===== config.mk =====
export PLATFORM = sky130hd
export DESIGN_NAME = pipe_reg_elastic
export DESIGN_NICKNAME = d
export VERILOG_FILES = /design/src/rtl/pipe_reg_elastic.sv
export SDC_FILE = /design/constraint.sdc
export NUM_CORES = 1
export LEC_CHECK = 0
export CAP_MARGIN = 20
export CORE_MARGIN = 2
export CORE_UTILIZATION = 40
export DETAILED_ROUTE_END_ITERATION = 8
export PLACE_DENSITY = 0.74
export SYNTH_ARGS = -nofsm -noshare
export SYNTH_HDL_FRONTEND = slang
export SYNTH_SLANG_ARGS = --single-unit
export TNS_END_PERCENT = 50

===== constraint.sdc =====
create_clock -name CLK -period 2.3 [get_ports CLK]
set_input_delay 0.46 -clock CLK [delete_from_list [all_inputs] [get_ports CLK]]
set_output_delay 0.46 -clock CLK [all_outputs]
set_load 0.03 [all_outputs]

===== src/rtl/pipe_reg_elastic.sv =====
// Elastic inter-stage pipeline register: valid/ready handshake, optional 2-entry skid buffer,
// flush/freeze controls and saturating stall/bubble counters.
module pipe_reg_elastic #(
    parameter int unsigned WIDTH = 32,
    parameter int unsigned SKID  = 1,
    parameter int unsigned CNT_W = 16
) (
    input  logic             CLK,
    input  logic             nRST,
    input  logic             in_valid,
    output logic             in_ready,
    input  logic [WIDTH-1:0] in_data,
    output logic             out_valid,
    input  logic             out_ready,
    output logic [WIDTH-1:0] out_data,
    input  logic             flush,
    input  logic             freeze,
    input  logic             clr_cnt,
    output logic [1:0]       occupancy,
    output logic [CNT_W-1:0] stall_cnt,
    output logic [CNT_W-1:0] bubble_cnt
);

    typedef enum logic [1:0] {
        ST_EMPTY = 2'd0,
        ST_ONE   = 2'd1,
        ST_TWO   = 2'd2
    } state_e;

    localparam logic [CNT_W-1:0] CNT_MAX = {CNT_W{1'b1}};
    localparam logic [CNT_W-1:0] CNT_ONE = {{(CNT_W-1){1'b0}}, 1'b1};

    state_e           state_q, state_d;
    logic [WIDTH-1:0] main_q, main_d;
    logic [WIDTH-1:0] skid_q, skid_d;
    logic [CNT_W-1:0] stall_q, stall_d;
    logic [CNT_W-1:0] bubble_q, bubble_d;

    logic main_valid;
    logic skid_valid;
    logic accept;
    logic emit;
    logic stall_inc;
    logic bubble_inc;

    // Handshake decode. With SKID=1 in_ready depends only on the state flop and the two
    // control inputs, so out_ready never reaches in_ready combinationally.
    always_comb begin
        main_valid = (state_q != ST_EMPTY);
        skid_valid = (state_q == ST_TWO);
        if (SKID != 0) begin
            in_ready = ~skid_valid & ~freeze & ~flush;
        end else begin
            in_ready = (~main_valid | out_ready) & ~freeze & ~flush;
        end
        out_valid = main_valid & ~freeze;
        accept    = in_valid & in_ready;
        // A beat shown during flush is discarded, not delivered.
        emit      = out_valid & out_ready & ~flush;
    end

    // Next-state and datapath: flush beats freeze beats normal operation.
    always_comb begin
        // NOTE: every variable gets its hold value first, so no path through the case
        // leaves one unassigned and no latch is inferred.
        state_d = state_q;
        main_d  = main_q;
        skid_d  = skid_q;
        if (flush) begin
            state_d = ST_EMPTY;
            main_d  = '0;
            skid_d  = '0;
        end else if (!freeze) begin
            unique case (state_q)
                ST_EMPTY: begin
                    if (accept) begin
                        state_d = ST_ONE;
                        main_d  = in_data;
                    end
                end
                ST_ONE: begin
                    if (accept && emit) begin
                        main_d = in_data;
                    end else if (accept) begin
                        // Only reachable with the skid buffer present; SKID=0 accepts while
                        // full only when the held beat leaves in the same cycle.
                        if (SKID != 0) begin
                            state_d = ST_TWO;
                            skid_d  = in_data;
                        end
                    end else if (emit) begin
                        state_d = ST_EMPTY;
                    end
                end
                ST_TWO: begin
                    if (emit) begin
                        state_d = ST_ONE;
                        main_d  = skid_q;
                        skid_d  = '0;
                    end
                end
                default: begin
                    state_d = ST_EMPTY;
                end
            endcase
        end
    end

    // Performance counters: clear wins over increment, increments stop at all-ones.
    always_comb begin
        stall_inc  = out_valid & ~out_ready & ~flush;
        bubble_inc = out_ready & ~out_valid & ~freeze & ~flush;
        stall_d    = stall_q;
        bubble_d   = bubble_q;
        if (clr_cnt) begin
            stall_d  = '0;
            bubble_d = '0;
        end else begin
            if (stall_inc && (stall_q != CNT_MAX)) begin
                stall_d = stall_q + CNT_ONE;
            end
            if (bubble_inc && (bubble_q != CNT_MAX)) begin
                bubble_d = bubble_q + CNT_ONE;
            end
        end
    end

    // NOTE: sequential state uses non-blocking assignments so every flop samples the
    // pre-edge values of the others, independent of block ordering.
    always_ff @(posedge CLK or negedge nRST) begin
        if (!nRST) begin
            state_q  <= ST_EMPTY;
            main_q   <= '0;
            skid_q   <= '0;
            stall_q  <= '0;
            bubble_q <= '0;
        end else begin
            state_q  <= state_d;
            main_q   <= main_d;
            skid_q   <= skid_d;
            stall_q  <= stall_d;
            bubble_q <= bubble_d;
        end
    end

    always_comb begin
        unique case (state_q)
            ST_ONE:  occupancy = 2'd1;
            ST_TWO:  occupancy = 2'd2;
            default: occupancy = 2'd0;
        endcase
    end

    assign out_data   = main_q;
    assign stall_cnt  = stall_q;
    assign bubble_cnt = bubble_q;

endmodule


==> out/results.tsv <==
metric	value	unit
ys_seq_area_share	47.6	%
utilization	54.9	%
cts_setup_buffers	0	
p_int	3050	uW
grt_use_total	19.2	%
cts_hold_buf	0	
netlist_area	5160	um2
clk_pin_slew_worst_paths	0.07	ns
yosys-top-cells-area	dfrtp_1 48%, mux2_2 8.1%, nand2_1 7.6%, mux2i_1 6.4%, a21oi_1 5.7%	
antenna_cells	0	
row_count	41	
die-area	13800	um2
drcViolationCount	0	
clock_skew	0.00282	ns
cts_max_path_buffers	2	
rsz0062_at_grt	false	
nNetsFinal	699	
overflow	0	
min_period	2.10	ns
dr_total_vias	4383	
cts.sinks	98	
ant_nets	0	
postSynthCellCount	538	
critPathMaxFanout	17	
slew_headroom	49.3	%
place_area	6620	um2
drive_gt1_share	15.7	%
multi_input_area	2420	um2
r2r-start	state_q[0]	
cts_tree	built	
tns	0	ns
worstSetupStartpointType	register	
pwr_density_cell	603	nW/um2
status	finished, final reports clean	
area_delta_synth_final	34.4	%
fp.coreArea	12600	um2
power.leakage	0.00302	uW
yosys_warnings	0	
final_area	6930	um2
drv_slew	0	
pin_count	107	
fill_cells	1137	
die_h	118	um
clkPwrFrac	37.8	%
synth_seq_cells	98	
totalWireLength	12900	um
netlist-cell-type-count	47	
grt_max_degree	44	
period_share	91.5	%
p_sw_share	27.1	%
hold_class	in -> async	
dieWidth	118	um
avgViaCountPerCell	5.25	
critical_path_class	reg -> out	
yosys-top-cells-count	104 x nand2_1, 98 x dfrtp_1, 59 x a21oi_1, 39 x inv_1, 37 x mux2_2	
clk_latency	0.35	ns
htree_levels	3	
grt_pass1_wl	21800	um
holdWs	0.0950	ns
regArea	2450	um2
globalplace.congestion	0.908	
drv_cap	0	
comb_power_share	16.7	%
synth_largest_area_cell	dfrtp_1	
clockRootBuffer	clkbuf_16	
irDropWorstVdd	662	uV
synth_edf_count	0	
cp_data_arrival_time	1.64	ns
async_flop_share	100	%
antenna_found_initial	0	
r2r-end	out_data[4]	
start_util	40.9	%
synth.most_common_cell	nand2_1	
drt_iter0_drc	267	
cp_data_required_time	1.84	ns
syn_area_per_cell	9.58	um2
power_switching	1130	uW
ys.flop_type	dfrtp_1	
io_buffers	106	
hold_violations	0	
numCtsBuffers	9	
syn_nets	579	
wire_per_inst	15.4	um
rr_worst_depth	7	
dp.final_hpwl	9020	um
fmax	475	MHz
setup_viol	0	
crit_path_end_kind	primary output	
grt_pass1_vias	4460	
r2r_slack	0.24	ns
first_pass_iters	5	
worstMarginPinSlew	0.755	ns
seqPwrFrac	45.5	%
yosysTopAreaCellShare	47.6	%
-- state kept, by name (all words and copies together), names as in the netlist --
signal,cells
state_q,2
out_data,32
bubble_cnt,16
skid_q,32
stall_cnt,16
-- worst max path at each step --
stage	from	end	cells after the start	slack, ns
final	state_q[0]	in_ready	5	0.20
after global routing	state_q[0]	in_ready	5	0.08
after CTS	state_q[0]	in_ready	5	0.06
after detailed placement	freeze	bubble_cnt[15]	6	0.01
after global placement	freeze	bubble_cnt[15]	6	0.06
after floorplan	state_q[1]	in_ready	6	0.05
-- routing by layer --
layer / part of all wire (%) / up-vias / wire length [um] / track usage, %
li1: - / 2123 / - / -
met5: 0 / - / 0 / 0
met2: 49 / 106 / 6330 / 32.2
met1: 45 / 2139 / 5770 / 24.4
met3: 4.5 / 15 / 579 / 4.12
met4: 1.7 / 0 / 225 / 6.93
-- layout make-up --
cell class	count	area share [%]
sequential	98	35.4
clock buffer	10	3.45
multi-input combinational	369	34.9
inverter	40	2.17
timing repair buffer	140	19.9
clock inverter	6	1.05
tap	172	3.11
-- power groups by stage --
| stage | registers (uW) | clock network [uW] | logic (uW) |
|---|---|---|---|
| after floorplan | 2030 | 0 | 265 |
| after global placement | 1930 | 0 | 681 |
| after detailed placement | 1930 | 0 | 702 |
| after CTS | 1900 | 1610 | 705 |
| after global routing | 1910 | 1680 | 754 |
| final | 1900 | 1580 | 697 |
-- layout by cell type, fill, tap and decap left out, types with 2 or more instances in the layout --
master,netlist,layout
ha_1,2,2
inv_1,39,39
o21ai_0,9,9
clkdlybuf4s50_1,0,100
nand2_1,104,104
dfrtp_1,98,98
and3_1,3,3
and4_1,7,7
or3_1,8,8
o41ai_1,2,2
nand4_1,11,11
mux2_2,37,37
nor2b_1,6,6
clkbuf_16,0,9
a211oi_1,2,2
nor3b_1,2,2
nand3_1,10,10
nor2_1,11,10
nand2b_1,5,5
a21oi_1,59,58
o31ai_1,16,16
a21oi_4,0,2
buf_4,6,32
nor3_1,4,3
nor3_2,1,2
mux2i_1,33,33
o21ba_2,2,2
buf_12,0,5
or4b_1,2,2
or4_1,13,13
nor4_1,4,4
inv_6,0,3
-- per-stage QoR --
| stage | total power (uW) | cells | worst slack (ns) |
|---|---|---|---|
| 2_1_floorplan | 2290 | 538 | 0.0463 |
| 3_3_place_gp | 2610 | 818 | 0.0580 |
| 3_5_place_dp | 2640 | 819 | 0.00970 |
| 4_1_cts | 4210 | 835 | 0.0610 |
| 5_1_grt | 4350 | 835 | 0.0791 |
| 6_report | 4180 | 835 | 0.196 |
-- worst max-delay path, cell delays in order, from the launching register on --
cell and delay, ns:
dfrtp_1 0.48, nand2b_1 0.18, inv_2 0.06, buf_4 0.20, nor3_2 0.21, buf_12 0.16
-- timing repair --
item / in CTS / in global routing
gates resized for setup: 1 / 1
gates cloned: 0 / 0
pin swaps: 0 / 0
setup endpoints to repair: 1 / 1
-- cell families after synthesis --
family,synth area share (%)
flip-flops,47.6
XOR/XNOR,0.170
AND/OR/NAND/NOR,20.1
buffers and inverters,6.04
AO/OA/AOI/OAI,11.2
multiplexers,14.5
adder cells (fa/ha/maj),0.485
(Power assumes the default switching activity.)
